[config.mk]
export PLATFORM = sky130hd
export DESIGN_NAME = rtc_bus_ctrl
export DESIGN_NICKNAME = d
export VERILOG_FILES = /design/src/rtl/rtc_bus_ctrl.sv
export SDC_FILE = /design/constraint.sdc
export NUM_CORES = 1
export LEC_CHECK = 0
export CAP_MARGIN = 20
export CORE_ASPECT_RATIO = 0.75
export CORE_MARGIN = 8
export CORE_UTILIZATION = 55
export CTS_CLUSTER_SIZE = 40
export DETAILED_ROUTE_END_ITERATION = 10
export PLACE_DENSITY = 0.85
export SYNTH_ARGS = -nofsm -noshare
export SYNTH_HDL_FRONTEND = slang
export SYNTH_SLANG_ARGS = --single-unit
[constraint.sdc]
create_clock -name CLK -period 3.9 [get_ports CLK]
set_input_delay 0.975 -clock CLK [delete_from_list [all_inputs] [get_ports CLK]]
set_output_delay 0.975 -clock CLK [all_outputs]
set_load 0.005 [all_outputs]
[src/rtl/rtc_bus_ctrl.sv]
// rtc_bus_ctrl: bus-cycle engine for the external RTC.
// Turns one access request into a multiplexed address/data cycle on CS_n/RD_n/WR_n/AD_n/AD.
// Every bus output is registered. It is computed from the next state, so that
// strobes change exactly on state boundaries and cannot glitch.
module rtc_bus_ctrl #(
  parameter int unsigned T_LOW  = 10,
  parameter int unsigned T_HOLD = 4,
  parameter int unsigned T_GAP  = 6,
  parameter int unsigned CW     = 8
) (
  input  logic       CLK,
  input  logic       RST,
  input  logic       Acceso,
  input  logic       Mod,
  input  logic [6:0] Dir,
  input  logic [7:0] data_wr,
  input  logic [7:0] ad_in,
  output logic [7:0] ad_out,
  output logic       ad_oe,
  output logic       CS_n,
  output logic       RD_n,
  output logic       WR_n,
  output logic       AD_n,
  output logic [7:0] data_rd,
  output logic       rd_valid,
  output logic       busy,
  output logic       FRW
);

  localparam int unsigned DW = 8;

  typedef enum logic [2:0] {
    IDLE   = 3'd0,
    A_LOW  = 3'd1,
    A_HOLD = 3'd2,
    GAP    = 3'd3,
    D_LOW  = 3'd4,
    D_HOLD = 3'd5,
    DONE   = 3'd6
  } state_t;

  state_t          state, state_d;
  logic [CW-1:0]   cnt, cnt_d;
  logic            acc_q;
  logic            start;

  // Request latched at start; held for the whole transaction.
  logic [DW-1:0]   addr, addr_nx;
  logic [DW-1:0]   wdat, wdat_nx;
  logic            wr_op, wr_op_nx;

  // Next values of the registered outputs.
  logic [DW-1:0]   nx_out;
  logic            nx_oe;
  logic            nx_cs_n;
  logic            nx_rd_n;
  logic            nx_wr_n;
  logic            nx_ad_n;
  logic [DW-1:0]   nx_rdata;
  logic            nx_rdv;
  logic            nx_busy;
  logic            nx_frw;

  // Edge detect on the request; only honoured while idle.
  always_comb begin
    start    = Acceso & ~acc_q & (state == IDLE);
    addr_nx  = start ? {1'b0, Dir} : addr;
    wdat_nx  = start ? data_wr : wdat;
    wr_op_nx = start ? Mod : wr_op;
  end

  // Next-state and phase counter: each state reloads the counter on entry and leaves at zero.
  always_comb begin
    state_d = state;
    cnt_d   = (cnt == '0) ? '0 : cnt - CW'(1);
    case (state)
      IDLE: begin
        if (start) begin
          state_d = A_LOW;
          cnt_d   = CW'(T_LOW - 1);
        end
      end
      A_LOW: begin
        if (cnt == '0) begin
          state_d = A_HOLD;
          cnt_d   = CW'(T_HOLD - 1);
        end
      end
      A_HOLD: begin
        if (cnt == '0) begin
          state_d = GAP;
          cnt_d   = CW'(T_GAP - 1);
        end
      end
      GAP: begin
        if (cnt == '0) begin
          state_d = D_LOW;
          cnt_d   = CW'(T_LOW - 1);
        end
      end
      D_LOW: begin
        if (cnt == '0) begin
          state_d = D_HOLD;
          cnt_d   = CW'(T_HOLD - 1);
        end
      end
      D_HOLD: begin
        if (cnt == '0) begin
          state_d = DONE;
          cnt_d   = '0;
        end
      end
      DONE: begin
        state_d = IDLE;
        cnt_d   = '0;
      end
      default: begin
        state_d = IDLE;
        cnt_d   = '0;
      end
    endcase
  end

  // Bus output decode from the state being entered.
  always_comb begin
    nx_out   = '0;
    nx_oe    = 1'b0;
    nx_cs_n  = 1'b1;
    nx_rd_n  = 1'b1;
    nx_wr_n  = 1'b1;
    nx_ad_n  = 1'b1;
    nx_rdv   = 1'b0;
    nx_frw   = 1'b0;
    nx_busy  = (state_d != IDLE);
    nx_rdata = data_rd;
    if ((state == D_LOW) && (cnt == '0) && !wr_op) begin
      nx_rdata = ad_in;
    end
    case (state_d)
      A_LOW: begin
        nx_ad_n = 1'b0;
        nx_cs_n = 1'b0;
        nx_wr_n = 1'b0;
        nx_oe   = 1'b1;
        nx_out  = addr_nx;
      end
      A_HOLD: begin
        nx_ad_n = 1'b0;
        nx_oe   = 1'b1;
        nx_out  = addr_nx;
      end
      D_LOW: begin
        nx_cs_n = 1'b0;
        if (wr_op_nx) begin
          nx_wr_n = 1'b0;
          nx_oe   = 1'b1;
          nx_out  = wdat_nx;
        end else begin
          nx_rd_n = 1'b0;
        end
      end
      D_HOLD: begin
        if (wr_op_nx) begin
          nx_oe  = 1'b1;
          nx_out = wdat_nx;
        end
      end
      DONE: begin
        nx_frw = 1'b1;
        nx_rdv = ~wr_op_nx;
      end
      default: begin
      end
    endcase
  end

  // State register, phase counter and request edge register.
  always_ff @(posedge CLK) begin
    if (RST) begin
      state <= IDLE;
      cnt   <= '0;
      acc_q <= 1'b0;
    end else begin
      state <= state_d;
      cnt   <= cnt_d;
      acc_q <= Acceso;
    end
  end

  // Transaction parameters captured at start.
  always_ff @(posedge CLK) begin
    if (RST) begin
      addr  <= '0;
      wdat  <= '0;
      wr_op <= 1'b0;
    end else begin
      addr  <= addr_nx;
      wdat  <= wdat_nx;
      wr_op <= wr_op_nx;
    end
  end

  // Registered outputs; reset releases the bus at the reset edge.
  always_ff @(posedge CLK) begin
    if (RST) begin
      ad_out   <= '0;
      ad_oe    <= 1'b0;
      CS_n     <= 1'b1;
      RD_n     <= 1'b1;
      WR_n     <= 1'b1;
      AD_n     <= 1'b1;
      data_rd  <= '0;
      rd_valid <= 1'b0;
      busy     <= 1'b0;
      FRW      <= 1'b0;
    end else begin
      ad_out   <= nx_out;
      ad_oe    <= nx_oe;
      CS_n     <= nx_cs_n;
      RD_n     <= nx_rd_n;
      WR_n     <= nx_wr_n;
      AD_n     <= nx_ad_n;
      data_rd  <= nx_rdata;
      rd_valid <= nx_rdv;
      busy     <= nx_busy;
      FRW      <= nx_frw;
    end
  end

endmodule

# == Yosys cells after proc, flatten, opt, wreduce, memory -nomap -nowiden ==
# Cells that the tools add are included.
# totals
register_bits,53
input_bits,27
output_inout_bits,24
elab_cells,71
# op_classes
add_sub_neg,1
n_eq_ne,10
muxes,26
bitwise_logic,6
n_reduce_logical,12
# op_table
op,count
$mux 8,9
$pmux 8 s5,1
$mux 3,6
$pmux 3 s6,1
$pmux 8 s2,1
$eq 3x3->1 const B,5
$reduce_or 2->1,6
$eq 3x2->1 const B,3
$logic_not 8->1,1
$sub 8x1->8 const B,1
$eq 3x1->1 const B,2
$mux 1,6
$not 1->1,4
$pmux 1 s2,2
$logic_not 3->1,1
$reduce_bool 3->1,1
$and 1x1->1,2
$logic_and 1x1->1,2
$logic_not 1->1,1

# == Depth between registers and ports, before layout ==
# Gate-level depths: netlist of the first run.
# logic_depth
ltp_word,8
depth_mapped,7
depth_no_buf,6

# == Worst setup path after synthesis of the first run ==
# No wires, ideal clock.
# synth_path
kind,input-to-reg
startpoint,in Acceso
endpoint,reg ad_out[0]
setup_ns,0.144
arrival_ns,2.019
required_ns,3.756
setup_slack_ns,1.737
cell_stages,4
path_buffers,0
path_cell_list,nor4b_2 mux2_2 o211ai_1 a211oi_1
# synth_via
elab_chain_cells,7
word_cells_on_any_way,15
cone_classes,eq/ne: 4; mux: 7; bitwise: 2; reduce/logical: 2
# synth_rtl
element,line,rtl
"start, declared",13,"input logic Acceso,"
$and 1x1->1 (*) (2 in series),66,start = Acceso & ~acc_q & (state == IDLE);
$mux 3,78,if (start) begin
$pmux 3 s6,76,case (state)
"$eq 3x3->1, or another cell as far along",139,case (state_d)
$reduce_or 2->1 (no line),n/a,
$pmux 8 s2 (*),139,
"end signal, assigned",217,ad_out <= nx_out;
"end, declared",18,"output logic [7:0] ad_out,"
# Mark *: on every way between the ends. The rest lies on a longest branch, timed or not.
# A chain may end at the register's enable or synchronous reset.

# == Worst setup path in the final report of the first run ==
# layout_path
startpoint,in Acceso
endpoint,reg ad_out[7]
# The elaborated chain is that of the path after synthesis.

==> impl_metrics.tcl, run 1 <==
set metrics [dict create \
    syn-num-nets 326 \
    tns_ns 0 \
    cts_made_buffers 5 \
    p_per_area_mw_per_mm2 585 \
    nets 369 \
    worstPathMaxFanout 14 \
    clock.fmax_mhz 345 \
    dieHeight_um 74.4 \
    ctsHoldBuffers 0 \
    viasPerCell 5.97 \
    ys_seq_area_frac 0.424 \
    grt_overflow 0 \
    ys.warnings.count 0 \
    worst_slew_pin_slew_ns 1.05 \
    status "finished, final reports clean" \
    drt_iter0_drc 181 \
    cts_root_buffer "clkbuf_8" \
    critPathArrivalTime_ns 3.11 \
    antenna_left 0 \
    placementRows 21 \
    setup_viol 0 \
    post-cts-setup-buffer-count 0 \
    placedCellCount 390 \
    grt_pass1_vias 2200 \
    critPathLaunchType "input port" \
    syn_area_mm2 0.00250 \
    leakage_nw 1.15 \
    final_util 0.701 \
    grt_setup_unrepaired "false" \
    syn2layout_area_growth_pct 23.8 \
    cts_resized 0 \
    hold_viol 0 \
    clk_path_buf_depth 2 \
    die_w_um 93.9 \
    grt_max_degree 32 \
    cts_num_sinks 53 \
    critical_path_class "input port to flop" \
    coreArea_mm2 0.00441 \
    fin_crit_sh 0.744 \
    routedWlPerCell_um 15.8 \
    instances_no_fill 398 \
    place_congestion 0.858 \
    cts.clk_slew.worst_paths_ns 0.09 \
    synthDistinctLibCells 47 \
    avgSynthCellArea_um2 8.42 \
    maxCapViolCount 0 \
    min_period_ns 2.90 \
    grt_usage 0.179 \
    cp_data_required_time_ns 4.11 \
    worst_hold_path_type "flop to flop" \
    initial_utilization 0.567 \
    port_buffers 50 \
    synthFlopType "dfxtp_1" \
    synth_edf_count 0 \
    routed_wl_um 6300 \
    synth_common_cells "dfxtp_1 (53), nand2_1 (52), a21oi_1 (36)" \
    drive_above_1_share 0.0792 \
    dp_hpwl_um 4490 \
    hold_slack_ns 0.458 \
    synthTopCellsByArea "dfxtp_1 (42%), nand2_1 (7.8%), a21oi_1 (7.2%)" \
    finClkSkew_ns 0.00637 \
    antennaDiodeCount 0 \
    synth_top_area_frac 0.424 \
    synth_most_common_cell "dfxtp_1" \
    dr.pass1.iters 5 \
    htreeDepth 2 \
    yosysTopAreaCell "dfxtp_1" \
    drcViolationCount 0 \
    relSlewSlack 0.294 \
    synthArstFlopShare 0 \
    cp-end-kind "flop" \
    num_vias 2376 \
    slew_violations 0 \
    clock_latency_ns 0.30 \
    dieArea_mm2 0.00698 \
    antenna_found_initial 0 \
    vdd_ir_drop_max_mv 0.409 \
    ys_ff_latch 53 \
    synthCells 297 \
    grt_first_pass_wirelength_um 10200 \
    io_pins 51 \
    cts_tree "done" \
]
[stage by stage]
stage | total power, mW | cell area, um2 | worst slack [ns]
after floorplan | 1.32 | 2500 | 1.74
after global placement | 1.49 | 3010 | 0.963
after detailed placement | 1.52 | 3010 | 0.781
after CTS | 1.81 | 3100 | 1.10
after global routing | 1.93 | 3100 | 0.942
final | 1.81 | 3100 | 0.997
[final cells by class]
class	count	area [um2]
Clock inverter	1	7.51
Sequential cell	53	1060
Fill cell	365	1320
Inverter	6	22.5
Clock buffer	7	76.3
Timing Repair Buffer	56	546
Multi-Input combinational cell	218	1310
Tap cell	57	71.3
[logic make-up after synthesis]
group | count (synthesis) | share of synthesized area
buffers and inverters | 26 | 0.0515
AO/OA/AOI/OAI | 78 | 0.194
AND/OR/NAND/NOR | 114 | 0.224
flip-flops | 53 | 0.424
XOR/XNOR | 7 | 0.0245
adder cells (fa/ha/maj) | 2 | 0.0100
multiplexers | 17 | 0.0725
[cell usage in the layout, fill, tap and decap left out, types with 2 or more instances in the layout]
| cell | instances |
|---|---|
| dfxtp_1 | 53 |
| o22ai_1 | 9 |
| inv_1 | 5 |
| xnor2_1 | 2 |
| o211ai_1 | 8 |
| xor2_1 | 5 |
| o21ai_0 | 7 |
| mux2i_1 | 8 |
| nand2b_1 | 4 |
| or3_1 | 3 |
| and2_1 | 2 |
| nand2_1 | 52 |
| nor3_1 | 13 |
| nor2b_1 | 2 |
| clkbuf_1 | 2 |
| clkbuf_8 | 5 |
| ha_1 | 2 |
| nor2_1 | 20 |
| a211oi_1 | 8 |
| clkdlybuf4s50_1 | 50 |
| nand3_1 | 5 |
| a21oi_1 | 36 |
| buf_4 | 6 |
| mux2_2 | 9 |
| nor3b_1 | 2 |
[metal layers]
| metal | wire length (um) | global-route usage | part of all wire | vias to the layer above |
|---|---|---|---|---|
| met5 | 0 | 0 | 0 | - |
| met4 | 68 | 0.0560 | 0.011 | 0 |
| met3 | 581 | 0.0444 | 0.092 | 9 |
| met2 | 2940 | 0.292 | 0.47 | 107 |
| met1 | 2710 | 0.228 | 0.43 | 1119 |
| li1 | - | - | - | 1141 |
[report_power, final]
group	internal [mW]	leakage [nW]	switching, mW
Sequential	0.633	0.433	0.0969
Combinational	0.340	0.679	0.444
Clock	0.127	0.0385	0.170
Total	1.10	1.15	0.711
[critical path, stage by stage]
cell and delay, ns:
clkdlybuf4s50_1 0.52, nand2b_1 0.32, a21oi_1 0.78, o2111ai_1 0.24, a211oi_1 0.28
[state kept, by name, indices dropped and copies added, names as in the netlist, 3 cells and up]
register  cells
cnt           8
wdat          8
ad_out        8
addr          8
state         3
data_rd       8
[path summary, 6_finish.rpt]
path / cells past startpoint / slack, ns / start / endpoint
max: 5 / 1.0 / Acceso / ad_out[7]
max reg2reg: 4 / 1.43 / state[2] / ad_out[5]
min reg2reg: 2 / 0.46 / addr[6] / addr[6]
min: 2 / 0.46 / addr[6] / addr[6]
Note: power is estimated with default switching activity, not from simulation.
==> inputs of run 2 (changes only) <==
--- a/config.mk
+++ b/config.mk
@@ -8,10 +8,10 @@
 export CAP_MARGIN = 20
 export CORE_ASPECT_RATIO = 0.75
 export CORE_MARGIN = 8
-export CORE_UTILIZATION = 55
+export CORE_UTILIZATION = 51
 export CTS_CLUSTER_SIZE = 40
 export DETAILED_ROUTE_END_ITERATION = 10
-export PLACE_DENSITY = 0.85
+export PLACE_DENSITY = 0.79
 export SYNTH_ARGS = -nofsm -noshare
 export SYNTH_HDL_FRONTEND = slang
 export SYNTH_SLANG_ARGS = --single-unit
==> constraint.sdc (replaced) <==
create_clock -name CLK -period 3 [get_ports CLK]
set_input_delay 0.75 -clock CLK [delete_from_list [all_inputs] [get_ports CLK]]
set_output_delay 0.75 -clock CLK [all_outputs]
set_load 0.005 [all_outputs]
==> run 2 against run 1 <==
  * Die area increased by 6.3%
  * Non-clock buffer count increased by 6
  * Critical endpoint is now ad_out[0]
  * Final cell count increased by 2.3%
  * Clock skew decreased by 0.0027 ns
  * Critical path depth increased by 2
  * Clock power increased by 73%
  * Largest power group unchanged
  * Combinational power increased by 33%
==> impl_metrics.tcl, run 2 (synthesis results as in run 1) <==
set metrics [dict create \
    status "finished, final reports clean" \
    cts_num_sinks 53 \
    cts.clk_slew.worst_paths_ns 0.09 \
    cts_made_buffers 5 \
    cts_resized 0 \
    antenna_found_initial 0 \
    final_common_cell "dfxtp_1" \
    initial_utilization 0.519 \
    crit_slowest_cell "a311oi_1" \
    coreArea_mm2 0.00482 \
    fin_ws_ns 0.471 \
    maxCapViolCount 0 \
    tns_ns 0 \
    power.switching_mw 0.941 \
    p_per_area_mw_per_mm2 784 \
    post-cts-setup-buffer-count 0 \
    p_int_mw 1.55 \
    place_ws_ns 0.572 \
    slew_violations 0 \
    cts_tree "done" \
    routed_wl_um 6170 \
    comb_power_share 0.416 \
    critPathLaunchType "flop" \
    dp_hpwl_um 4350 \
    cts_root_buffer "clkbuf_8" \
    clock.fmax_mhz 395 \
    worst_hold_path_type "flop to flop" \
    crit_chain "inv_1 -> ha_1 -> nor3b_1 -> buf_4 -> a311oi_1 -> o22ai_1 -> a211oi_1" \
    cp_data_required_time_ns 3.21 \
    critical_path_class "flop to flop" \
    cpPeakStageDelay_ns 0.88 \
    grt_usage 0.165 \
    cp-end-kind "flop" \
    grt_overflow 0 \
    dieArea_mm2 0.00742 \
    clockPowerShare 0.206 \
    routedWlPerCell_um 15.1 \
    grt_pass1_vias 2125 \
    dr.pass1.iters 5 \
    placementRows 22 \
    grt_setup_unrepaired "false" \
    viasPerCell 5.65 \
    port_buffers 50 \
    drt_iter0_drc 202 \
    clk_path_buf_depth 2 \
    num_vias 2298 \
    dieHeight_um 76.6 \
    grt_first_pass_wirelength_um 10400 \
    vdd_ir_drop_max_mv 0.519 \
    mostFrequentLayoutCells "dfxtp_1 (53), nand2_1 (52), clkdlybuf4s50_1 (50)" \
    antenna_left 0 \
    worstPathMaxFanout 9 \
    drive_above_1_share 0.101 \
    p_seq_frac 0.378 \
    place_congestion 0.839 \
    hold_viol 0 \
    drcViolationCount 0 \
    worst_slew_pin_slew_ns 1.08 \
    grt_max_degree 31 \
    syn2layout_area_growth_pct 27.2 \
    hold_slack_ns 0.459 \
    critPathArrivalTime_ns 2.74 \
    min_period_ns 2.53 \
    finClkSkew_ns 0.00368 \
    crit_buf_inv 2 \
    swShare 0.377 \
    io_pins 51 \
    leakage_nw 1.20 \
    relSlewSlack 0.278 \
    setup_viol 0 \
    antennaDiodeCount 0 \
    ff2ff_setup_slack_ns 0.47 \
    die_w_um 96.9 \
    clock_latency_ns 0.31 \
    fin_crit_sh 0.843 \
    htreeDepth 2 \
    nets 375 \
    crit_family "compound AO/OA/AOI/OAI gates" \
    ctsHoldBuffers 0 \
]
[run 2: cell count changes in the layout (fill, tap and decap cells not counted), sizes merged]
cell	delta
buf	+6
bufinv	+1
clkbuf	-1
[run 2: final timing paths]
path / start / to / cells past startpoint
worst min-delay path: addr[4] / addr[4] / 2
worst max-delay path: cnt[0] / ad_out[0] / 7
worst min register to register: addr[4] / addr[4] / 2
worst max register to register: cnt[0] / ad_out[0] / 7
[run 2: layer usage]
metal	share of wire	wire length, um	GRT usage	up-vias
li1	-	-	-	1149
met1	0.49	3000	0.222	1065
met5	0	0	0	-
met2	0.42	2610	0.236	73
met4	0.015	93	0.0475	0
met3	0.076	466	0.0634	11
[run 2: power by group through the flow]
stage,registers [mW],clock network (mW),logic [mW]
after floorplan,0.908,0,0.804
after detailed placement,0.954,0,1.02
after global placement,0.953,0,1.01
after CTS,0.939,0.523,1.03
final,0.942,0.513,1.04
after global routing,0.962,0.556,1.14
[run 2: area by class of cell]
type | instances | area [um2]
clock buffer | 6 | 82.6
clock inverter | 2 | 37.5
fill | 404 | 1640
inverter | 6 | 22.5
multi-input combinational | 218 | 1310
sequential | 53 | 1060
tap | 60 | 75.1
timing repair buffer | 62 | 591
[run 2: metrics by stage]
stage                     power [mW]  area (um2)  std cells   util
after floorplan                 1.71        2500        297      -
after global placement          1.97        3060        399  0.635
after detailed placement        1.97        3060        399  0.635
after CTS                       2.49        3180        407  0.660
after global routing            2.66        3180        407  0.660
final                           2.49        3180        407  0.660
[run 2: worst reg2reg max path, cell delays in order (launching register included)]
cell	delay, ns
dfxtp_1	0.37
inv_1	0.07
ha_1	0.20
nor3b_1	0.13
buf_4	0.17
a311oi_1	0.89
o22ai_1	0.26
a211oi_1	0.35
==> inputs of run 3 (changes only) <==
--- a/config.mk
+++ b/config.mk
@@ -8,10 +8,10 @@
 export CAP_MARGIN = 20
 export CORE_ASPECT_RATIO = 0.75
 export CORE_MARGIN = 8
-export CORE_UTILIZATION = 51
+export CORE_UTILIZATION = 46
 export CTS_CLUSTER_SIZE = 40
 export DETAILED_ROUTE_END_ITERATION = 10
-export PLACE_DENSITY = 0.79
+export PLACE_DENSITY = 0.76
 export SYNTH_ARGS = -nofsm -noshare
 export SYNTH_HDL_FRONTEND = slang
 export SYNTH_SLANG_ARGS = --single-unit
==> constraint.sdc (replaced) <==
create_clock -name CLK -period 2.1 [get_ports CLK]
set_input_delay 0.525 -clock CLK [delete_from_list [all_inputs] [get_ports CLK]]
set_output_delay 0.525 -clock CLK [all_outputs]
set_load 0.005 [all_outputs]
==> run 3 against run 2 <==
  * Non-clock buffer count is 20 higher
  * Die area grew 8.8%
  * Total power up 52%
==> impl_metrics.tcl, run 3 (synthesis results as in run 1) <==
set metrics [dict create \
    r2r_start "cnt[0]" \
    htreeDepth 2 \
    mostFrequentLayoutCells "dfxtp_1 (52), nand2_1 (52), clkdlybuf4s50_1 (50)" \
    p_int_mw 2.39 \
    hold_viol 0 \
    nFillCells 482 \
    maxCapViolCount 0 \
    cts_made_buffers 5 \
    tns_ns 0 \
    power.total_mw 3.80 \
    die_w_um 101 \
    initial_utilization 0.472 \
    cts_root_buffer "clkbuf_8" \
    grt_pass1_vias 2229 \
    nets 395 \
    slew_violations 0 \
    worst_slew_pin_slew_ns 0.613 \
    grt_overflow 0 \
    comb_power_share 0.464 \
    cp_data_required_time_ns 2.34 \
    drt_iter0_drc 124 \
    power.switching_mw 1.41 \
    hold_start "addr[5]" \
    critPathLaunchType "flop" \
    ff2ff_setup_slack_ns 0.04 \
    place_congestion 0.943 \
    worstPathMaxFanout 8 \
    dieArea_mm2 0.00808 \
    swShare 0.371 \
    cts.clk_slew.worst_paths_ns 0.10 \
    hold_slack_ns 0.459 \
    finClkSkew_ns 0.0134 \
    antenna_left 0 \
    grt_usage 0.165 \
    clk_path_buf_depth 2 \
    clock_latency_ns 0.31 \
    routed_wl_um 6740 \
    final-seq-area_mm2 0.00106 \
    coreArea_mm2 0.00530 \
    p_per_area_mw_per_mm2 1130 \
    p_seq_frac 0.346 \
    num_vias 2425 \
    worst_hold_path_type "flop to flop" \
    post-cts-setup-buffer-count 0 \
    cts_num_sinks 53 \
    critPathArrivalTime_ns 2.29 \
    cp-end-kind "flop" \
    fin_ws_ns 0.0447 \
    relSlewSlack 0.587 \
    grt_max_degree 31 \
    setup_viol 0 \
    dr.pass1.iters 5 \
    critical_path_class "flop to flop" \
    final_util 0.637 \
    syn2layout_area_growth_pct 34.8 \
    clockPowerShare 0.190 \
    grt_first_pass_wirelength_um 10700 \
    cp-startpoint "cnt[0]" \
    status "finished, final reports clean" \
    viasPerCell 5.49 \
    port_buffers 50 \
    place_ws_ns 0.0378 \
    cts_tree "done" \
    drive_above_1_share 0.161 \
    antenna_found_initial 0 \
    multi_input_area_mm2 0.00132 \
    dieHeight_um 79.9 \
    io_pins 51 \
    vdd_ir_drop_max_mv 0.539 \
    clock.fmax_mhz 487 \
    drcViolationCount 0 \
    dp_hpwl_um 4890 \
    antennaDiodeCount 0 \
    placementRows 23 \
    min_period_ns 2.06 \
    routedWlPerCell_um 15.3 \
    leakage_nw 1.30 \
    fin_crit_sh 0.979 \
]
run 3: metrics by stage:
| stage | instance area [um2] | instances |
|---|---|---|
| floorplan | 2500 | 297 |
| global placement | 3220 | 433 |
| detailed placement | 3220 | 433 |
| CTS | 3340 | 441 |
| global route | 3370 | 442 |
| finish | 3370 | 442 |
run 3: per-layer routing:
metal | GRT usage | vias up | wire length, um
li1 | - | 1192 | -
met1 | 0.207 | 1101 | 2960
met2 | 0.265 | 122 | 3130
met3 | 0.0523 | 10 | 564
met4 | 0.0459 | 0 | 93
met5 | 0 | - | 0
run 3: worst max-delay path, stage by stage (launching register included):
cell and delay, ns:
dfxtp_2 0.34, inv_2 0.06, ha_1 0.18, or3b_4 0.40, buf_6 0.15, nor4_4 0.34
buf_4 0.21, o22ai_1 0.09, a211oi_1 0.22
run 3: cell type report:
type	count	area share
Multi-Input combinational cell	218	0.393
Sequential cell	53	0.315
Timing Repair Buffer	82	0.222
Tap cell	75	0.0278
Clock buffer	6	0.0245
Clock inverter	2	0.0111
Inverter	6	0.00668
run 3: power groups by stage:
| stage | sequential [mW] | clock [mW] | combinational, mW |
|---|---|---|---|
| finish | 1.31 | 0.722 | 1.76 |
| global placement | 1.32 | 0 | 1.66 |
| floorplan | 1.30 | 0 | 1.15 |
| CTS | 1.30 | 0.732 | 1.70 |
| global route | 1.34 | 0.783 | 1.92 |
| detailed placement | 1.32 | 0 | 1.69 |
run 3: worst paths after layout:
check,end,cells after the start
worst max-delay path,ad_out[3],8
worst min-delay path,addr[5],2
worst max register to register,ad_out[3],8
worst min register to register,addr[5],2
run 3: what timing repair did:
item                       4_1_cts  5_1_grt
setup endpoints to repair        0        9
gates resized for setup          0        8
hold buffers                     0        0
